`src/rtl/pc_next_unit.sv`:
```
// Program counter register and next-PC selection.
// Picks between the sequential, branch, jump and jump-register targets, and
// holds a conditional branch in WAIT_COND until the ALU resolves its condition.
// branch_offset arrives from ShiftLeft2, so it is already shifted left by two.
module pc_next_unit #(
    parameter logic [31:0] RESET_PC = 32'h0000_0000
) (
    input  logic        clk,
    input  logic        reset_n,
    input  logic        pc_en,
    input  logic        ctl_valid,
    input  logic [1:0]  ctl_type,
    input  logic [31:0] branch_offset,
    input  logic [25:0] jump_index,
    input  logic [31:0] jr_addr,
    input  logic        cond_valid,
    input  logic        cond_taken,
    input  logic        err_clr,
    output logic [31:0] pc,
    output logic [31:0] pc_plus4,
    output logic        busy,
    output logic        redirect,
    output logic        misalign_err
);

    typedef enum logic {
        IDLE,
        WAIT_COND
    } state_t;

    localparam logic [1:0] TYPE_SEQ    = 2'b00;
    localparam logic [1:0] TYPE_BRANCH = 2'b01;
    localparam logic [1:0] TYPE_JUMP   = 2'b10;

    state_t      state;
    logic [31:0] tgtReg;
    logic [31:0] fallReg;
    logic [31:0] branchTarget;
    logic [31:0] jumpTarget;
    logic [31:0] directTarget;
    logic        directMisaligned;
    logic        tgtMisaligned;
    logic        misalignEvent;

    // Work out the candidate targets and flag any that break word alignment.
    always_comb begin
        pc_plus4         = pc + 32'd4;
        branchTarget     = pc_plus4 + branch_offset;
        jumpTarget       = {pc_plus4[31:28], jump_index, 2'b00};
        directTarget     = (ctl_type == TYPE_JUMP) ? jumpTarget : jr_addr;
        directMisaligned = |directTarget[1:0];
        tgtMisaligned    = |tgtReg[1:0];
        misalignEvent    = 1'b0;
        if (state == IDLE) begin
            misalignEvent = pc_en && ctl_valid && ctl_type[1] && directMisaligned;
        end else begin
            misalignEvent = cond_valid && cond_taken && tgtMisaligned;
        end
    end

    assign busy = (state == WAIT_COND);

    // Update the PC, the pending-branch state, the redirect pulse and the sticky error.
    always_ff @(posedge clk or negedge reset_n) begin
        if (!reset_n) begin
            state        <= IDLE;
            pc           <= RESET_PC;
            tgtReg       <= 32'd0;
            fallReg      <= 32'd0;
            redirect     <= 1'b0;
            misalign_err <= 1'b0;
        end else begin
            redirect <= 1'b0;
            case (state)
                IDLE: begin
                    if (pc_en) begin
                        if (!ctl_valid || ctl_type == TYPE_SEQ) begin
                            pc <= pc_plus4;
                        end else if (ctl_type == TYPE_BRANCH) begin
                            tgtReg  <= branchTarget;
                            fallReg <= pc_plus4;
                            state   <= WAIT_COND;
                        end else if (directMisaligned) begin
                            pc <= pc_plus4;
                        end else begin
                            pc       <= directTarget;
                            redirect <= 1'b1;
                        end
                    end
                end
                WAIT_COND: begin
                    if (cond_valid) begin
                        state <= IDLE;
                        if (cond_taken && !tgtMisaligned) begin
                            pc       <= tgtReg;
                            redirect <= 1'b1;
                        end else begin
                            pc <= fallReg;
                        end
                    end
                end
                default: state <= IDLE;
            endcase
            if (misalignEvent) begin
                misalign_err <= 1'b1;
            end else if (err_clr) begin
                misalign_err <= 1'b0;
            end
        end
    end

endmodule

```
`config.mk`:
```
export PLATFORM = sky130hd
export DESIGN_NAME = pc_next_unit
export DESIGN_NICKNAME = d
export VERILOG_FILES = /design/src/rtl/pc_next_unit.sv
export SDC_FILE = /design/constraint.sdc
export NUM_CORES = 1
export LEC_CHECK = 0
export BUFFER_PORTS_ARGS = -buffer_cell sky130_fd_sc_hd__buf_4
export CAP_MARGIN = 15
export CORE_MARGIN = 5
export CORE_UTILIZATION = 47
export DETAILED_ROUTE_END_ITERATION = 10
export PLACE_DENSITY = 0.71
export SLEW_MARGIN = 20
export SYNTH_ARGS = -nofsm -noshare
export SYNTH_HDL_FRONTEND = slang
export SYNTH_SLANG_ARGS = --single-unit
```
`constraint.sdc`:
```
create_clock -name clk -period 8.7 [get_ports clk]
set_clock_uncertainty 0.15 [all_clocks]
set_input_delay 0.87 -clock clk [delete_from_list [all_inputs] [get_ports clk]]
set_output_delay 0.87 -clock clk [all_outputs]
set_load 0.005 [all_outputs]
```
==> flow_results.org <==
** Die
- Top-level I/O count :: 166
- The initial utilization of the core area, before any placement, comes to 47.8%.
- From left edge to right edge, the die measures 134 um.
- Overall die height :: 134 um
- After floorplanning, the core was divided into 45 placement rows.
- The floorplan step defined a die boundary enclosing 18000 um2.
- Core footprint :: 15100 um2

** Placed design
- Worst setup slack after placement :: 4.44 ns
- Port buffering added 165 buffers.
- At the end of routability-driven placement, the weighted congestion stood at 0.897.
- The wire-length estimate of the detail-placed layout is 16.3 mm.

** Yosys
- Most common cell in the netlist :: nand2_1
- The netlist uses 64 different library cells.
- After Yosys synthesis, full adders, half adders and majority gates account for 6.84% of the synthesized area.
- Fraction of synthesized cell area in xor and xnor cells :: 6.43%
- After synthesis, the share of flip-flops with an asynchronous set or reset is 100%.
- The synthesized netlist devotes 21.0% of its cell area to compound gates.
- The commonest cells after synthesis are 279 x nand2_1, 99 x dfrtp_1, 68 x o21ai_0.
- Yosys mapped a number of flops with a built-in enable equal to 0.
- Post-synthesis sequential element count :: 99
- Most area-hungry cell type in the Yosys netlist :: dfrtp_1
- Synthesis produced a netlist with a net count of 1075.
- By area the synthesized netlist is led by dfrtp_1 34%, nand2_1 14%, ha_1 6.6%.
- In this run the biggest area consumer among cell types represents 34.2% of the synthesized area.
- Synthesis warning total :: 0
- The portion of synthesized area spent on multiplexers is 1.28%.
- The synthesized netlist occupies a cell area of 7240 um2.
- By area, the combinational part of the netlist is dominated by simple AND/OR/NAND/NOR gates.
- Synthesized-area fraction occupied by and/or/nand/nor cells :: 26.4%
- Post-synth top flop :: dfrtp_1
- Post-synthesis average cell area :: 7.73 um2
- Sequential-to-total area share from yosys stat :: 34.2%
- Synthesized netlist cell count :: 937

** Route
- Antenna viol nets, final :: 0
- Vias post-DR :: 7147
- In the routed design, unresolved DRC markers number 0.
- Met1 wire length :: 10.4 mm
- The final layout contains routed wiring with a total length of 22.7 mm.
- Number of violations reported at the end of detailed-routing iteration 0 :: 453
- Number of detailed-routing iterations run before antenna repair :: 5
- Wirelength per Cell :: 18.0 um
- Summed over all nets, wire length on met2 after detailed routing comes to 10.6 mm.
- In this run the top signal layer used is met4.
- Summed over all nets, wire length on met3 after detailed routing comes to 1.34 mm.
- Using the TritonRoute via totals, the vias-per-cell ratio works out to 5.67.

** Worst setup path
- Along the worst path, the maximum fanout reaches 8.
- Walking the worst path, the cells encountered are ha_1, nand2_1, or4_4, xnor2_1, ha_1, a21oi_1, o21ai_0, nor2_1, a31oi_1, a31oi_1, a2111o_1, nand3_1.
- Type of element capturing the critical path :: flop
- Broken down by cell family, the worst path's largest delay share belongs to compound AO/OA/AOI/OAI gates.
- The worst setup path is launched from a flop.
- By startpoint and endpoint, the worst setup path is classified as flop to flop.
- Critical path arrival :: 4.49 ns
- Data required time of the worst path :: 8.83 ns
- Crit-path max cell delay :: 0.61 ns
- The largest individual stage delay along the critical path comes from the cell or4_4.
- Slack of the worst reg-to-reg path :: 4.34 ns
- CP bufs+invs :: 0

** GRT
- The first global-routing pass estimated 36.1 mm of wire.
- For this run, the total global-route usage over all layers was measured as 25.0%.
- Vias in the first global route :: 6776
- Pin count of the biggest net entering global routing :: 107
- Number of antenna violations at the first check in global routing :: 0
- The total overflow left after global routing is 0.

** Timing
- Final Critical Period :: 4.36 ns
- Measured against its own limit, the worst slew margin works out to 28.0%.
- Final worst setup slack :: 4.34 ns
- Based on the critical path, the design can be clocked at up to 229 MHz.
- Portion of the clock cycle consumed by the worst path in the final layout :: 50.1%
- Number of setup violations in the final report :: 0
- Setup repair after global routing left no endpoint under its margin.
- The max-slew violation total from the final report is 0.
- The tightest hold path in the finished design has a slack of 0.327 ns.
- Final sum of negative setup slack :: 0 ns
- The hold violation total from the final report is 0.
- At the pin with the least slew margin, the transition time is 1.08 ns.

** Clock network
- In this run the number of H-tree levels came out at 3.
- TritonCTS built the clock tree.
- Number of clock sinks :: 99
- In this run the clock root is driven by a clkbuf_16.
- The number of hold buffers added after CTS was 0.
- Clock-pin slew was measured on the worst setup and hold paths at 0.07 ns.
- Total CTS buffers :: 9
- Clock insertion delay at the later pin of the skew report :: 0.35 ns
- Resize count post-CTS :: 0
- Number of buffers inserted by post-CTS setup repair :: 0
- No sink is reached through more buffers than the 2 on the longest clock path.

** Final layout
- Total number of nets in the final design :: 1205
- Ratio of cells with drive above 1 in the final layout :: 20.4%
- Synth-to-layout area growth :: 23.0%
- The repair_antennas step left the layout with diodes totalling 0.

** Hold path
- Worst min path class :: flop to flop

** Power and ir drop
- The completed layout was analyzed and its total power is 2.42 mW.
- P_leak :: 4.41 nW
- Power per unit of standard cell area :: 272 nW/um2
- Across the VDD grid, the largest voltage drop is 0.119 mV.

** Outcome
- The run finished with clean final reports.

** Job
- Max-cap violations in this run came to 0.
-- layout make-up --
cell class	count	area, um2
clock inverters	7	116
inverters	19	71.3
flip-flops and latches	99	2480
well taps	188	235
multi-input cells	767	4490
repair buffers	171	1280
fillers	1458	6240
clock buffers	9	225
-- worst reg2reg max path, stage by stage, from the launching register on --
cell,delay [ns]
dfrtp_1,0.50
ha_1,0.26
nand2_1,0.12
or4_4,0.61
xnor2_1,0.52
ha_1,0.40
a21oi_1,0.06
o21ai_0,0.30
nor2_1,0.09
a31oi_1,0.47
a31oi_1,0.31
a2111o_1,0.43
nand3_1,0.07
-- cell usage in the layout (no fill, tap or decap), drive strengths merged, types with 3 or more instances in the layout --
cell type / count
and3: 15
clkbuf: 9
a21boi: 4
nor3b: 3
buf: 171
bufinv: 3
o21ai: 76
inv: 19
a311oi: 16
nor2b: 9
nor2: 55
xor2: 26
ha: 38
nand4: 11
a31oi: 7
o31ai: 15
a22o: 3
dfrtp: 99
a21oi: 53
o21a: 12
nand2: 279
o211ai: 5
a211oi: 5
o221ai: 3
a21o: 20
nand3: 34
nor3: 14
and2: 5
xnor2: 22
clkinv: 3
mux2i: 7
-- through the flow --
stage / util (%) / instance area (um2) / instances
after detailed placement: 56.5 / 8560 / 1244
after CTS: 58.8 / 8900 / 1260
after global placement: 56.5 / 8560 / 1244
final: 58.8 / 8900 / 1260
after floorplan: - / 7240 / 937
after global routing: 58.8 / 8900 / 1260
-- sequential cells by signal (all words and copies together) (netlist names) --
name,flops
redirect,1
fallReg,32
pc,32
tgtReg,32
misalign_err,1
busy,1
-- kinds of logic after synthesis --
family	Yosys count
AO/OA/AOI/OAI	237
adder cells (fa/ha/maj)	39
buffers and inverters	71
XOR/XNOR	48
flip-flops	99
multiplexers	9
AND/OR/NAND/NOR	434
-- layer usage --
metal | vias to the layer above | global-route usage (%)
met5 | - | 0
met2 | 223 | 40.0
met4 | 0 | 7.81
met3 | 27 | 4.24
li1 | 3514 | -
met1 | 3383 | 34.9
-- where the power goes --
group | switching, mW | total (mW) | internal [mW]
clock | 0.181 | 0.461 | 0.281
combinational | 0.653 | 1.18 | 0.527
sequential | 0.157 | 0.782 | 0.625
-- worst paths after layout --
check,startpoint,endpoint,cells past startpoint
min in group asynchronous,reset_n,fallReg[7]$_DFFE_PN0P_,1
worst min-delay path,fallReg[26]$_DFFE_PN0P_,fallReg[26]$_DFFE_PN0P_,2
max in group asynchronous,reset_n,busy$_DFF_PN0_,2
worst max register to register,pc[2]$_DFFE_PN0P_,tgtReg[29]$_DFFE_PN0P_,12
worst max-delay path,pc[2]$_DFFE_PN0P_,tgtReg[29]$_DFFE_PN0P_,12
worst min register to register,fallReg[26]$_DFFE_PN0P_,fallReg[26]$_DFFE_PN0P_,2
Power figures use the tool's default switching activity.
